## src/rtl/bcd_ctrl_pkg.sv

```systemverilog
// Shared types and helpers for the BCD conversion arbiter.
// Round-robin pick and one double-dabble digit step.
package bcd_ctrl_pkg;

    typedef enum logic [1:0] {
        IDLE,
        CONVERT,
        DONE
    } state_t;

    localparam int MAX_REQ = 32;
    localparam int PTR_W   = 5;

    // First set bit of valid at or above ptr, wrapping at n.
    function automatic logic [PTR_W-1:0] rr_pick(
        input logic [MAX_REQ-1:0] valid,
        input logic [PTR_W-1:0]   ptr,
        input int                 n
    );
        logic found;
        int   idx;
        found   = 1'b0;
        rr_pick = ptr;
        for (int i = 0; i < MAX_REQ; i++) begin
            idx = int'(ptr) + i;
            if (idx >= n) idx = idx - n;
            if (!found && i < n) begin
                if (valid[idx[PTR_W-1:0]]) begin
                    found   = 1'b1;
                    rr_pick = idx[PTR_W-1:0];
                end
            end
        end
    endfunction

    // Add-3 correction then shift in_bit in; msb of result is the carry out.
    function automatic logic [4:0] dabble_step(
        input logic [3:0] acc,
        input logic       in_bit
    );
        logic [3:0] adj;
        adj = (acc >= 4'd5) ? acc + 4'd3 : acc;
        return {adj, in_bit};
    endfunction

endpackage

```

## src/rtl/bcd_convert_arbiter_if.sv

```systemverilog
// Request/result bus between clients and the shared BCD converter.
// master = client side, slave = converter side.
interface bcd_convert_arbiter_if #(
    parameter int NUM_REQ    = 4,
    parameter int BIN_W      = 5,
    parameter int BCD_DIGITS = 2
);
    localparam int ID_W = (NUM_REQ > 1) ? $clog2(NUM_REQ) : 1;

    logic [NUM_REQ-1:0]       req_valid;
    logic [NUM_REQ*BIN_W-1:0] req_data;
    logic [NUM_REQ-1:0]       req_ready;
    logic                     out_valid;
    logic                     out_ready;
    logic [4*BCD_DIGITS-1:0]  out_bcd;
    logic [ID_W-1:0]          out_id;
    logic                     out_ovf;

    modport master (
        output req_valid, req_data, out_ready,
        input  req_ready, out_valid, out_bcd, out_id, out_ovf
    );

    modport slave (
        input  req_valid, req_data, out_ready,
        output req_ready, out_valid, out_bcd, out_id, out_ovf
    );
endinterface

```

## src/rtl/bcd_dabble_engine.sv

```systemverilog
// Bit-serial double-dabble converter, one operand bit per clock.
// done is high during the final shift cycle.
module bcd_dabble_engine
    import bcd_ctrl_pkg::*;
#(
    parameter int BIN_W      = 5,
    parameter int BCD_DIGITS = 2
) (
    input  logic                    clk,
    input  logic                    rst_n,
    input  logic                    start,
    input  logic [BIN_W-1:0]        din,
    output logic [4*BCD_DIGITS-1:0] bcd,
    output logic                    ovf,
    output logic                    done
);
    localparam int ACC_W = 4 * BCD_DIGITS;
    localparam int CNT_W = $clog2(BIN_W + 1);

    logic [BIN_W-1:0] bin_sr;
    logic [ACC_W-1:0] acc;
    logic [ACC_W-1:0] acc_nxt;
    logic             carry_out;
    logic [CNT_W-1:0] cnt;

    // Ripple the correct-and-shift through every digit.
    always_comb begin
        logic       c;
        logic [4:0] r;
        acc_nxt   = '0;
        c         = bin_sr[BIN_W-1];
        r         = '0;
        for (int d = 0; d < BCD_DIGITS; d++) begin
            r               = dabble_step(acc[4*d +: 4], c);
            acc_nxt[4*d +: 4] = r[3:0];
            c               = r[4];
        end
        carry_out = c;
    end

    // Load on start, then shift until the counter runs out.
    always_ff @(posedge clk or negedge rst_n) begin
        if (!rst_n) begin
            bin_sr <= '0;
            acc    <= '0;
            ovf    <= 1'b0;
            cnt    <= '0;
        end else if (start) begin
            bin_sr <= din;
            acc    <= '0;
            ovf    <= 1'b0;
            cnt    <= CNT_W'(BIN_W);
        end else if (cnt != '0) begin
            bin_sr <= bin_sr << 1;
            acc    <= acc_nxt;
            ovf    <= ovf | carry_out;
            cnt    <= cnt - 1'b1;
        end
    end

    assign done = (cnt == CNT_W'(1));
    assign bcd  = acc;

endmodule

```

## src/rtl/bcd_convert_arbiter.sv

```systemverilog
// Round-robin front end sharing one double-dabble engine.
// One request in flight; next grant only after the result is taken.
module bcd_convert_arbiter
    import bcd_ctrl_pkg::*;
#(
    parameter int NUM_REQ    = 4,
    parameter int BIN_W      = 5,
    parameter int BCD_DIGITS = 2
) (
    input  logic                  clk,
    input  logic                  rst_n,
    bcd_convert_arbiter_if.slave  bus,
    output logic                  busy
);
    localparam int ID_W = (NUM_REQ > 1) ? $clog2(NUM_REQ) : 1;

    state_t              state;
    state_t              state_nxt;
    logic [ID_W-1:0]     rr_ptr;
    logic [ID_W-1:0]     id_reg;
    logic [ID_W-1:0]     gnt;
    logic                start;
    logic                eng_done;
    logic [NUM_REQ-1:0]  ready;
    logic                valid;
    logic [BIN_W-1:0]    din;

    // Pick the winner among pending requests starting at rr_ptr.
    always_comb begin
        gnt = ID_W'(rr_pick(MAX_REQ'(bus.req_valid), PTR_W'(rr_ptr), NUM_REQ));
        din = bus.req_data[gnt*BIN_W +: BIN_W];
    end

    // Next state, grant strobe and result valid.
    always_comb begin
        state_nxt = state;
        start     = 1'b0;
        ready     = '0;
        valid     = 1'b0;
        unique case (state)
            IDLE: begin
                if (|bus.req_valid) begin
                    start     = 1'b1;
                    ready     = NUM_REQ'(1) << gnt;
                    state_nxt = CONVERT;
                end
            end
            CONVERT: begin
                if (eng_done) state_nxt = DONE;
            end
            DONE: begin
                valid = 1'b1;
                if (bus.out_ready) state_nxt = IDLE;
            end
            default: state_nxt = IDLE;
        endcase
    end

    // State, owner tag and round-robin pointer.
    always_ff @(posedge clk or negedge rst_n) begin
        if (!rst_n) begin
            state  <= IDLE;
            rr_ptr <= '0;
            id_reg <= '0;
        end else begin
            state <= state_nxt;
            if (start) id_reg <= gnt;
            if (state == DONE && bus.out_ready) begin
                if (id_reg == ID_W'(NUM_REQ - 1)) rr_ptr <= '0;
                else                              rr_ptr <= id_reg + 1'b1;
            end
        end
    end

    bcd_dabble_engine #(
        .BIN_W      (BIN_W),
        .BCD_DIGITS (BCD_DIGITS)
    ) u_engine (
        .clk   (clk),
        .rst_n (rst_n),
        .start (start),
        .din   (din),
        .bcd   (bus.out_bcd),
        .ovf   (bus.out_ovf),
        .done  (eng_done)
    );

    assign bus.req_ready = ready;
    assign bus.out_valid = valid;
    assign bus.out_id    = id_reg;
    assign busy          = (state != IDLE);

endmodule

```

## src/flat_wrapper.sv

```systemverilog
// flat-port wrapper written by rule: the top's interface ports become plain ports
module bcd_convert_arbiter_flat import bcd_ctrl_pkg::*;
#(
    parameter int NUM_REQ    = 4,
    parameter int BIN_W      = 5,
    parameter int BCD_DIGITS = 2
)
  (clk, rst_n, busy, bus_req_valid, bus_req_data, bus_out_ready, bus_req_ready, bus_out_valid, bus_out_bcd, bus_out_id, bus_out_ovf);
  bcd_convert_arbiter_if #(.NUM_REQ(NUM_REQ), .BIN_W(BIN_W), .BCD_DIGITS(BCD_DIGITS)) bus_i ();
  input  logic clk;
  input  logic rst_n;
  output logic busy;
  input wire logic [$bits(bus_i.req_valid)-1:0] bus_req_valid;
  input wire logic [$bits(bus_i.req_data)-1:0] bus_req_data;
  input wire logic [$bits(bus_i.out_ready)-1:0] bus_out_ready;
  output wire logic [$bits(bus_i.req_ready)-1:0] bus_req_ready;
  output wire logic [$bits(bus_i.out_valid)-1:0] bus_out_valid;
  output wire logic [$bits(bus_i.out_bcd)-1:0] bus_out_bcd;
  output wire logic [$bits(bus_i.out_id)-1:0] bus_out_id;
  output wire logic [$bits(bus_i.out_ovf)-1:0] bus_out_ovf;
  assign bus_i.req_valid = bus_req_valid;
  assign bus_i.req_data = bus_req_data;
  assign bus_i.out_ready = bus_out_ready;
  assign bus_req_ready = bus_i.req_ready;
  assign bus_out_valid = bus_i.out_valid;
  assign bus_out_bcd = bus_i.out_bcd;
  assign bus_out_id = bus_i.out_id;
  assign bus_out_ovf = bus_i.out_ovf;
  bcd_convert_arbiter #(.NUM_REQ(NUM_REQ), .BIN_W(BIN_W), .BCD_DIGITS(BCD_DIGITS)) u_core (.clk(clk), .rst_n(rst_n), .bus(bus_i), .busy(busy));
endmodule
```

## config.mk

```make
export PLATFORM = sky130hd
export DESIGN_NAME = bcd_convert_arbiter_flat
export DESIGN_NICKNAME = d
export VERILOG_FILES = /design/src/rtl/bcd_ctrl_pkg.sv /design/src/rtl/bcd_convert_arbiter_if.sv /design/src/rtl/bcd_dabble_engine.sv /design/src/rtl/bcd_convert_arbiter.sv /design/src/flat_wrapper.sv
export SDC_FILE = /design/constraint.sdc
export NUM_CORES = 1
export LEC_CHECK = 0
export CORE_MARGIN = 3
export CORE_UTILIZATION = 55
export CTS_BUF_LIST = sky130_fd_sc_hd__clkbuf_2 sky130_fd_sc_hd__clkbuf_4 sky130_fd_sc_hd__clkbuf_8
export CTS_CLUSTER_DIAMETER = 150
export DETAILED_ROUTE_END_ITERATION = 10
export MAX_ROUTING_LAYER = met4
export PLACE_DENSITY = 0.88
export SETUP_SLACK_MARGIN = 0.3
export SLEW_MARGIN = 20
export SYNTH_ARGS = -nofsm -noshare
export SYNTH_HDL_FRONTEND = slang
export SYNTH_SLANG_ARGS = --single-unit
```

## constraint.sdc

```tcl
create_clock -name clk -period 5.4 [get_ports clk]
set_input_delay 1.08 -clock clk [delete_from_list [all_inputs] [get_ports clk]]
set_output_delay 1.08 -clock clk [all_outputs]
set_load 0.05 [all_outputs]
```

# Word level (Yosys, flattened, before mapping)

Cells that the tools add are included.

Logic and storage cells: 90
Flip-flop bits (word level): 23
Output and inout port bits: 17

Reductions and logical operators: 7
Order comparisons: 10
Multiply operators: 1
Shift operators: 2
Eq/ne operators: 7
Bitwise gates (word level): 1
Muxes and demuxes: 44
Add/subtract/negate cells: 11

Operators by type and width:

| operator                                                                             | number |
|---|---|
| 32-bit by 4-bit greater-or-equal comparator with 1-bit output, second input constant | 3 |
| 5-bit two-way mux                                                                    | 6 |
| 5-bit by 6-bit < comparator with 1-bit output, second input constant                 | 4 |
| 2-bit two-way mux                                                                    | 11 |
| 1-bit binary-select mux with 5-bit select                                            | 4 |
| 20-bit by 6-bit variable part select with 5-bit output                               | 1 |
| 4-bit two-way mux                                                                    | 4 |
| 8-bit two-way mux                                                                    | 2 |
| 5-bit by 4-bit subtractor with 5-bit output, second input constant                   | 3 |
| 1-bit two-way mux                                                                    | 14 |
| 4-bit by 2-bit adder with 4-bit output, second input constant                        | 2 |
| 4-bit by 3-bit greater-or-equal comparator with 1-bit output, second input constant  | 2 |
| 2-bit by 2-bit adder with 3-bit output, second input constant                        | 2 |
| 3-bit two-way mux                                                                    | 2 |
| 2-bit one-hot mux with 3 select lines                                                | 1 |
| 2-bit by 3-bit multiplier with 5-bit output, second input constant                   | 1 |
| 2-bit equality test, second input constant                                           | 2 |
| 2-bit by 1-bit inequality test with 1-bit output, second input constant              | 2 |
| 2-bit nonzero test                                                                   | 2 |
| 4-bit OR reduction                                                                   | 1 |
| 1-bit by 2-bit << shifter with 4-bit output, first input constant                    | 1 |
| 2-bit by 3-bit subtractor with 4-bit output, second input constant                   | 1 |
| 2-bit by 1-bit adder with 3-bit output, second input constant                        | 1 |
| 3-bit by 1-bit equality test with 1-bit output, second input constant                | 1 |
| 10 further kinds                                                                     | 10 |

# Longest topological paths before layout

Gate-level depths: netlist of run 1.

Word-level depth: 14
Depth in mapped cells: 11

# By module

Synthesis of run 1 repeated with hierarchy kept, for this count alone.

Cells, all modules: 202
Area, all modules: 1930.6 um^2

Modules (own cells, without submodules):

| module              | times used | cells an instance | seq. area each (um^2) | area an instance (um^2) |
|---|---|---|---|---|
| bcd_dabble_engine   | 1          | 108               | 425.4                 | 1034.7 |
| bcd_convert_arbiter | 1          | 94                | 150.1                 | 895.9 |

# Least setup slack after synthesis of run 1

OpenSTA, ideal clock, no wires.

Path kind: input to output
Start point: input port bus_req_valid[0]
End point: output port bus_req_ready[1]
Data arrival time: 3.174 ns
Required time: 4.320 ns
Stages on the path: 7
Slack: 1.146 ns
Path through: mux2_4 > a22oi_4 > nand2_2 > a2111o_1 > a32oi_4 > nand2_1 > a21oi_1

Word-level cells in the longest chain between the ends: 12

RTL lines:

| what                                        | RTL line                  | text |
|---|---|---|
| start, declared                             | flat_wrapper.sv:13        | `input wire logic [$bits(bus_i.req_valid)-1:0] bus_req_valid;` |
| 1-bit binary-select mux with 5-bit select   | bcd_ctrl_pkg.sv:28        | `if (valid[idx[PTR_W-1:0]]) begin` |
| 1-bit two-way mux (implied by the code)     | bcd_ctrl_pkg.sv:28        |  |
| 2-bit two-way mux (2 in a row)              | bcd_ctrl_pkg.sv:28        |  |
| 2-bit two-way mux                           | bcd_ctrl_pkg.sv:27        | `if (!found && i < n) begin` |
| 2-bit two-way mux                           | bcd_ctrl_pkg.sv:28        |  |
| 2-bit two-way mux                           | bcd_ctrl_pkg.sv:27        |  |
| 2-bit two-way mux                           | bcd_ctrl_pkg.sv:28        |  |
| 2-bit two-way mux                           | bcd_ctrl_pkg.sv:27        |  |
| 1-bit by 2-bit << shifter with 4-bit output | bcd_convert_arbiter.sv:44 | `ready = NUM_REQ'(1) << gnt;` |
| 4-bit two-way mux *                         | bcd_convert_arbiter.sv:42 | `if (\|bus.req_valid) begin` |
| 4-bit two-way mux *                         | bcd_convert_arbiter.sv:40 | `unique case (state)` |
| end, declared                               | flat_wrapper.sv:16        | `output wire logic [$bits(bus_i.req_ready)-1:0] bus_req_ready;` |

Every way passes the cells marked *; elsewhere a longest branch is shown, timed or not. The select of a mux whose other input is x is not followed.

# Worst setup path in the final report of run 1

Ends and elaborated chain as after synthesis.

==> results of run 1 <==
how the worst min path moves through the flow:
stage | start | to | slack, ps | depth (start not counted)
floorplan | u_core.state[1] | u_core.state[1] | 460 | 1
global placement | u_core.u_engine.ovf | u_core.u_engine.ovf | 470 | 2
detailed placement | u_core.u_engine.bin_sr[0] | u_core.u_engine.bin_sr[0] | 500 | 2
CTS | u_core.u_engine.bin_sr[0] | u_core.u_engine.bin_sr[0] | 520 | 2
global route | u_core.u_engine.ovf | u_core.u_engine.ovf | 570 | 2
finish | u_core.u_engine.bin_sr[0] | u_core.u_engine.bin_sr[0] | 530 | 2
state kept, by name (all words and copies together), names as in the netlist:
signal,flops
u_core.u_engine.bin_sr,5
u_core.rr_ptr,2
u_core.bus.out_id,2
u_core.u_engine.bcd,8
u_core.u_engine.ovf,1
u_core.state,2
u_core.u_engine.cnt,3
repair_timing:
| action | 4_1_cts | 5_1_grt |
|---|---|---|
| endpoints found under the setup margin | 0 | 3 |
| hold endpoints to repair | 0 | 0 |
| setup buffers | 0 | 0 |
| resized for setup | 0 | 3 |
cells in the mapped netlist, drive strengths merged, types with 2 or more instances:
cell,count,area (sq um)
a211oi,13,103
a21oi,14,70.1
and3,11,68.8
buf,3,30.0
clkbuf,6,22.5
dfrtp,23,576
ha,13,163
inv,11,41.3
mux2,4,48.8
mux2i,2,20.0
nand2,42,160
nand2b,5,31.3
nand3,4,20.0
nor2,13,48.8
nor2b,2,12.5
o21ai,10,53.8
o31ai,6,45.0
or3,2,17.5
xnor2,3,26.3
metrics by stage:
| step | hold WS [ps] | cell area [sq um] | cells | power [uW] | util, % |
|---|---|---|---|---|---|
| 6_report | 525 | 2210 | 286 | 1460 | 76.9 |
| 5_1_grt | 568 | 2210 | 286 | 1590 | 76.9 |
| 4_1_cts | 522 | 2210 | 286 | 1470 | 76.9 |
| 3_5_place_dp | 495 | 2180 | 282 | 1380 | 75.9 |
| 3_3_place_gp | 475 | 2180 | 282 | 1360 | 75.9 |
| 2_1_floorplan | 458 | 1730 | 203 | 1140 | - |
cell type report:
| class | count | area share (%) |
|---|---|---|
| clock buffers | 3 | 1.02 |
| clock inverters | 1 | 0.226 |
| inverters | 11 | 1.87 |
| multi-input cells | 160 | 48.0 |
| flip-flops and latches | 23 | 26.1 |
| well taps | 42 | 2.37 |
| repair buffers | 46 | 20.5 |
cells by family (layout without fill, tap and decap cells):
| logic type | Yosys count | count (layout) | synth area share (%) |
|---|---|---|---|
| buffers and inverters | 20 | 61 | 5.42 |
| AOI/OAI and AO/OA | 52 | 52 | 22.1 |
| and+or+nand+nor | 85 | 85 | 23.1 |
| DFF | 23 | 23 | 33.2 |
| muxes | 7 | 7 | 5.27 |
| adders and majority gates | 13 | 13 | 9.39 |
| xor gates and xnor gates | 3 | 3 | 1.52 |
critical path, cell delays in order:
cell and delay, ps:
clkdlybuf4s50_1 460, mux2_4 320, a22oi_4 210, nand2_2 70
a2111o_1 460, a32oi_4 240, nand2_1 110, a21oi_1 130
clkdlybuf4s50_1 810
report_power, final:
part,leakage [uW],switching [uW],internal [uW]
sequential,0.000287,90.0,249
clock,0.0000177,51.0,27.7
combinational,0.000700,626,421
total,0.00100,767,697
layer usage:
layer / vias to the layer above / wire [microns] / global-route usage (%)
met5: - / 0 / -
met4: 0 / 29 / 3.87
met3: 5 / 233 / 3.60
met2: 57 / 1790 / 32.3
met1: 741 / 1680 / 29.4
li1: 800 / - / -
==> impl_metrics.csv, run 1 <==
group,metric,value,unit
timing,rsz0062_at_grt,"no",
synthesis,ys_ff_latch,23,
cts,clk_path_buf_depth,2,
finish,layout_commonest_cell,"nand2_1",
global_route,grt_use_total,20.9,%
route,wl_per_cell,13.1,microns
route,final_antenna_net_count,0,
setup_path,required,4320,ps
finish,antennaDiodeCount,0,
power_and_ir_drop,power.leakage,0.00100,uW
cts,clock_latency,320,ps
synthesis,syn_nets,243,
synthesis,yosysSeqAreaShare,33.2,%
floorplan,dieArea,0.00386,sq mm
global_route,grt-ovfl-total,0,
floorplan,initial_core_util,60.2,%
global_route,antenna_found_initial,0,
route,vias,1603,
job,max-cap-violations,0,
setup_path,worstRegToRegCells,10,
synthesis,ys_warn_count,0,
synthesis,synth_edf_count,0,
setup_path,crit_arrival,3890,ps
setup_path,r2r_slack,2450,ps
timing,fin_skew,12.7,ps
timing,min_period,4970,ps
cts,cts-root-buf,"clkbuf_4",
timing,hold_violations,0,
cts,numCtsBuffers,3,
floorplan,die_w,62.1,microns
global_route,grt_pass1_wl,6.52,mm
finish,syn_to_final_growth,27.8,%
route,routed_wl,3.73,mm
synthesis,async_flop_share,100,%
setup_path,cp-end-kind,"output pin",
setup_path,crit_fanout,6,
placement,place_congestion,0.870,
synthesis,avgSynthCellArea,8.53,sq um
global_route,grt_pass1_vias,1475,
route,drc_errors,0,
finish,drive_above_1_share,8.61,%
power_and_ir_drop,ir_drop,0.386,mV
finish,final_cell_mix,"nand2_1 (41), clkdlybuf4s50_1 (40), dfrtp_1 (22)",
synthesis,yosys_most_used_dff,"dfrtp_1",
synthesis,synthesis.area,0.00173,sq mm
finish,fill_cells,214,
timing,fin_crit_sh,92.1,%
finish,final_nets,285,
floorplan,io_pins,44,
timing,setup_tns,0,ps
global_route,grt_max_degree,24,
cts,cts_hold_buf,0,
setup_path,critPathKind,"input port to output pin",
setup_path,crit_start,"bus_req_valid[0]",
timing,max_freq,201,MHz
cts,clk_pin_slew,110,ps
synthesis,synthCells,203,
cts,h-tree-depth,1,
timing,tightest_slew,900,ps
setup_path,r2r_start,"u_core.rr_ptr[1]",
route,drtIter0Drc,161,
placement,hpwl,2.92,mm
finish,regArea,577,sq um
timing,relSlewSlack,39.9,%
floorplan,core_area,0.00288,sq mm
placement,numPortBuffers,43,
finish,multiInputGateArea,0.00106,sq mm
floorplan,die_y,62.1,microns
power_and_ir_drop,power_density,662,mW/mm^2
timing,fin_ws,428,ps
cts,cts.sinks,23,
route,via_per_inst,5.60,
run_status,outcome,"complete, no violations",
timing,setup_viol,0,
synthesis,synthDistinctLibCells,41,
cts,cts_tree,"done",
setup_path,worstReg2RegEnd,"u_core.u_engine.bin_sr[3]",
setup_path,start_kind,"input port",
floorplan,core.rowCount,19,
placement,dp_slack,405,ps
timing,slew_violations,0,
route,dr.pass1.iters,4,
hold_path,hp-class,"flop to flop",
setup_path,crit_end,"bus_req_ready[1]",
Note: power is estimated with default switching activity, not from simulation.
==> run 2: changes to the inputs <==
--- a/config.mk
+++ b/config.mk
@@ -5,13 +5,16 @@
 export SDC_FILE = /design/constraint.sdc
 export NUM_CORES = 1
 export LEC_CHECK = 0
+export CELL_PAD_IN_SITES_DETAIL_PLACEMENT = 1
+export CELL_PAD_IN_SITES_GLOBAL_PLACEMENT = 1
 export CORE_MARGIN = 3
-export CORE_UTILIZATION = 55
+export CORE_UTILIZATION = 40
 export CTS_BUF_LIST = sky130_fd_sc_hd__clkbuf_2 sky130_fd_sc_hd__clkbuf_4 sky130_fd_sc_hd__clkbuf_8
 export CTS_CLUSTER_DIAMETER = 150
 export DETAILED_ROUTE_END_ITERATION = 10
+export HOLD_SLACK_MARGIN = 0.12
 export MAX_ROUTING_LAYER = met4
-export PLACE_DENSITY = 0.88
+export PLACE_DENSITY = 0.87
 export SETUP_SLACK_MARGIN = 0.3
 export SLEW_MARGIN = 20
 export SYNTH_ARGS = -nofsm -noshare
==> impl_metrics.csv, run 2 (same netlist as run 1, synthesis figures left out) <==
group,metric,value,unit
cts,cts-root-buf,"clkbuf_8",
route,final_antenna_net_count,0,
global_route,grt_pass1_vias,1659,
timing,max_freq,214,MHz
cts,h-tree-depth,1,
global_route,grt_pass1_wl,7.65,mm
finish,layout_commonest_cell,"nand2_1",
route,routed_wl,4.39,mm
route,via_per_inst,5.52,
cts,clk_path_buf_depth,2,
route,drtIter0Drc,33,
setup_path,r2r_slack,2260,ps
timing,whs,500,ps
timing,min_period,4670,ps
timing,rsz0062_at_grt,"no",
setup_path,crit_arrival,3590,ps
finish,antennaDiodeCount,0,
finish,final_cell_mix,"nand2_1 (41), clkdlybuf4s50_1 (38), dfrtp_1 (23)",
global_route,antenna_found_initial,0,
route,vias,1624,
global_route,grt_max_degree,24,
finish,regArea,576,sq um
route,dr.pass1.iters,4,
timing,fin_crit_sh,86.5,%
floorplan,die_w,71.8,microns
timing,fin_skew,3.62,ps
finish,multiInputGateArea,0.00106,sq mm
finish,design_area,0.00225,sq mm
setup_path,r2r_start,"u_core.rr_ptr[1]",
setup_path,worstReg2RegEnd,"u_core.u_engine.bin_sr[0]",
hold_path,worstHoldPathCells,2,
power_and_ir_drop,ir_drop,0.409,mV
hold_path,hp-class,"flop to flop",
power_and_ir_drop,power_density,674,mW/mm^2
cts,clock_latency,260,ps
cts,post_cts_buffers,0,
timing,setup_viol,0,
run_status,outcome,"complete, no violations",
placement,place_congestion,0.828,
route,wl_per_cell,14.9,microns
floorplan,dieArea,0.00515,sq mm
setup_path,required,4320,ps
job,max-cap-violations,0,
floorplan,core.rowCount,23,
cts,cts.sinks,23,
finish,final_nets,285,
global_route,grt_use_total,18.7,%
placement,placed_area,0.00219,sq mm
finish,fill_cells,491,
finish,drive_above_1_share,8.20,%
placement,hpwl,3.46,mm
placement,numPortBuffers,43,
cts,clk_pin_slew,80,ps
hold_path,min_to,"u_core.u_engine.ovf",
setup_path,start_kind,"input port",
timing,relSlewSlack,36.7,%
cts,cts_hold_buf,0,
timing,setup_tns,0,ps
route,drc_errors,0,
floorplan,io_pins,44,
cts,cts_resized,0,
finish,largest_reg_flops,8,
hold_path,hold_path_startpoint,"u_core.u_engine.ovf",
timing,slew_violations,0,
floorplan,core_area,0.00409,sq mm
finish,syn_to_final_growth,29.8,%
setup_path,worstRegToRegCells,10,
setup_path,critPathKind,"input port to output pin",
setup_path,crit_fanout,6,
floorplan,die_y,71.8,microns
cts,cts_tree,"done",
global_route,grt-ovfl-total,0,
floorplan,initial_core_util,42.4,%
power_and_ir_drop,power.leakage,0.00105,uW
setup_path,cp-end-kind,"output pin",
cts,numCtsBuffers,3,
timing,tightest_slew,948,ps
timing,hold_violations,0,
[run 2: critical path, cell delays in order]
cell and delay [ps]:
clkdlybuf4s50_1 470, mux2_4 320, a22oi_4 220, nand2_2 70
o21ai_0 380, a32o_1 360, nand2_1 130, a21oi_1 130
dlymetal6s2s_1 430
[run 2: routing by layer]
| metal | GRT usage [%] | wire, microns |
|---|---|---|
| met5 | - | 0 |
| met4 | 2.51 | 28 |
| met2 | 34.0 | 2280 |
| met3 | 2.24 | 145 |
| met1 | 22.7 | 1940 |
[run 2: through the flow]
| step | total power [uW] | utilization, % | setup WS [ps] | cells |
|---|---|---|---|---|
| after floorplan | 1140 | - | 1150 | 203 |
| after global placement | 1360 | 53.7 | 452 | 290 |
| after detailed placement | 1410 | 53.7 | 371 | 290 |
| after CTS | 1530 | 54.9 | 352 | 294 |
| after global routing | 1650 | 55.0 | 499 | 294 |
| final | 1520 | 55.0 | 730 | 294 |
[run 2: worst max path at each step]
stage                  endpoint             start  cells past startpoint  slack, ps
2_1_floorplan  bus_req_ready[1]  bus_req_valid[0]                      7       1150
3_3_place_gp   bus_req_ready[1]  bus_req_valid[0]                      9        450
3_5_place_dp   bus_req_ready[3]  bus_req_valid[1]                      9        370
4_1_cts        bus_req_ready[3]  bus_req_valid[0]                      9        350
5_1_grt        bus_req_ready[3]  bus_req_valid[1]                      9        500
6_report       bus_req_ready[3]  bus_req_valid[1]                      9        730
[run 2: final cells by class]
class | instances | share of cell area [%]
Clock buffer | 4 | 2.17
Multi-Input combinational cell | 160 | 47.2
Inverter | 11 | 1.84
Timing Repair Buffer | 46 | 20.4
Sequential cell | 23 | 25.6
Tap cell | 50 | 2.78
[run 2: power by group]
group          switching [uW]  internal, uW
Clock                    53.9          57.7
Combinational             659           419
Sequential               76.8           249
Total                     790           725
==> run 3: changes to the inputs <==
--- a/config.mk
+++ b/config.mk
@@ -12,9 +12,11 @@
 export CTS_BUF_LIST = sky130_fd_sc_hd__clkbuf_2 sky130_fd_sc_hd__clkbuf_4 sky130_fd_sc_hd__clkbuf_8
 export CTS_CLUSTER_DIAMETER = 150
 export DETAILED_ROUTE_END_ITERATION = 10
+export GPL_TIMING_DRIVEN = 0
 export HOLD_SLACK_MARGIN = 0.12
 export MAX_ROUTING_LAYER = met4
 export PLACE_DENSITY = 0.87
+export RECOVER_POWER = 50
 export SETUP_SLACK_MARGIN = 0.3
 export SLEW_MARGIN = 20
 export SYNTH_ARGS = -nofsm -noshare
==> impl_metrics.csv, run 3 (same netlist as run 1, synthesis figures left out) <==
group,metric,value,unit
cts,clock_latency,270,ps
power_and_ir_drop,ir_drop,0.356,mV
setup_path,crit_arrival,3940,ps
route,vias,1639,
power_and_ir_drop,pwr-share-comb,71.0,%
cts,clk_pin_slew,80,ps
power_and_ir_drop,power.leakage,0.00103,uW
floorplan,die_y,71.8,microns
route,dr.pass1.iters,4,
floorplan,core_area,0.00409,sq mm
finish,largest_reg_flops,8,
finish,antennaDiodeCount,0,
timing,fin_crit_sh,93.0,%
cts,h-tree-depth,1,
floorplan,io_pins,44,
timing,min_period,5020,ps
setup_path,max_stage_delay,590,ps
route,drtIter0Drc,46,
finish,final_nets,291,
power_and_ir_drop,power_density,668,mW/mm^2
finish,final_cell_mix,"nand2_1 (41), clkdlybuf4s50_1 (32), dfrtp_1 (23)",
cts,cts.sinks,23,
cts,clk_path_buf_depth,2,
cts,cts_tree,"done",
power_and_ir_drop,clock_power_share,7.4,%
finish,drive_above_1_share,7.60,%
route,final_antenna_net_count,0,
setup_path,cp-end-kind,"output pin",
global_route,grt_pass1_vias,1622,
power_and_ir_drop,intPower,732,uW
floorplan,core.rowCount,23,
route,via_per_inst,5.46,
timing,relSlewSlack,15.4,%
global_route,grt-ovfl-total,0,
route,wl_per_cell,14.1,microns
setup_path,start_kind,"input port",
global_route,grt_use_total,17.2,%
cts,cts_hold_buf,0,
route,drc_errors,0,
setup_path,cpMaxStageDelayCell,"dlygate4sd3_1",
setup_path,critPathTopFamily,"compound AO/OA/AOI/OAI gates",
placement,numPortBuffers,43,
floorplan,dieArea,0.00515,sq mm
floorplan,die_w,71.8,microns
setup_path,crit_chain,"dlygate4sd3_1 -> mux2_4 -> a22oi_4 -> nand2_2 -> o21ai_0 -> a32o_1 -> nand2_1 -> a21oi_1 -> dlygate4sd2_1",
finish,fin_cells,300,
global_route,antenna_found_initial,0,
placement,place_congestion,0.832,
timing,tightest_slew,1270,ps
setup_path,required,4320,ps
cts,numCtsBuffers,3,
floorplan,initial_core_util,42.4,%
timing,fin_skew,2.99,ps
timing,slew_violations,0,
global_route,grt_max_degree,24,
cts,cts-root-buf,"clkbuf_8",
setup_path,crit_fanout,6,
job,max-cap-violations,0,
timing,setup_viol,0,
route,routed_wl,4.22,mm
power_and_ir_drop,swShare,51.8,%
power_and_ir_drop,p_sw,785,uW
power_and_ir_drop,seq_power_share,21.6,%
run_status,outcome,"complete, no violations",
setup_path,cp_num_buf_inv,2,
placement,hpwl,3.34,mm
timing,rsz0062_at_grt,"no",
finish,syn_to_final_growth,31.1,%
setup_path,critPathKind,"input port to output pin",
placement,dp_cells,296,
global_route,grt_pass1_wl,7.10,mm
hold_path,hp-class,"flop to flop",
timing,hold_violations,0,
timing,max_freq,199,MHz
timing,setup_tns,0,ps
finish,layout_commonest_cell,"nand2_1",
run 3: changes by cell type in the layout (fill, tap and decap cells not counted):
cell / before / now
buf_4: 3 / 1
buf_6: 0 / 2
clkbuf_1: 0 / 7
clkdlybuf4s50_1: 38 / 32
dlymetal6s2s_1: 4 / 2
dlygate4sd3_1: 0 / 6
dlygate4sd2_1: 0 / 2
buf_2: 1 / 0
run 3: layout make-up:
cell class / instances / area, sq um
multi-input cells: 160 / 1060
plain buffers: 9 / 52.6
well taps: 50 / 62.6
flip-flops and latches: 23 / 576
clock buffers: 4 / 48.8
fillers: 501 / 1820
inverters: 11 / 41.3
repair buffers: 43 / 427
run 3: timing repair:
| action | 4_1_cts | 5_1_grt |
|---|---|---|
| resized for setup | 2 | 2 |
| endpoints found under the hold margin | 0 | 0 |
| setup buffers | 0 | 0 |
| endpoints found under the setup margin | 2 | 2 |
| cloned | 0 | 0 |
run 3: path summary, 6_finish.rpt:
kind,startpoint,end,slack (ps),depth (start not counted)
hold / removal,u_core.state[1],u_core.state[1],490,1
max in group asynchronous,rst_n,u_core.bus.out_id[1],3590,1
min in group asynchronous,rst_n,u_core.u_engine.bcd[5],1060,1
setup reg to reg,u_core.rr_ptr[1],u_core.u_engine.bin_sr[0],2500,9
hold reg to reg,u_core.state[1],u_core.state[1],490,1
setup / recovery,bus_req_valid[0],bus_req_ready[3],380,9
run 3: power groups by stage:
stage | registers, uW | clock network (uW) | logic [uW]
3_5_place_dp | 332 | 0 | 1090
2_1_floorplan | 426 | 0 | 716
5_1_grt | 342 | 122 | 1180
6_report | 328 | 113 | 1080
4_1_cts | 330 | 114 | 1090
3_3_place_gp | 329 | 0 | 1060
run 3: per-layer routing:
| metal | vias up | track usage (%) | share of wire [%] |
|---|---|---|---|
| li1 | 811 | - | - |
| met1 | 791 | 20.4 | 46 |
| met2 | 32 | 31.4 | 50 |
| met3 | 5 | 2.10 | 3.6 |
| met4 | 0 | 3.13 | 0.78 |
| met5 | - | - | 0 |
run 3: stage by stage:
| stage | setup slack, ps | cell area [sq um] | hold WS, ps | power (uW) | util (%) |
|---|---|---|---|---|---|
| detailed placement | 239 | 2220 | 485 | 1420 | 54.4 |
| global placement | 301 | 2220 | 479 | 1390 | 54.4 |
| floorplan | 1150 | 1730 | 458 | 1140 | - |
| global route | 282 | 2270 | 545 | 1650 | 55.5 |
| finish | 379 | 2270 | 491 | 1520 | 55.5 |
| CTS | 325 | 2270 | 496 | 1540 | 55.6 |
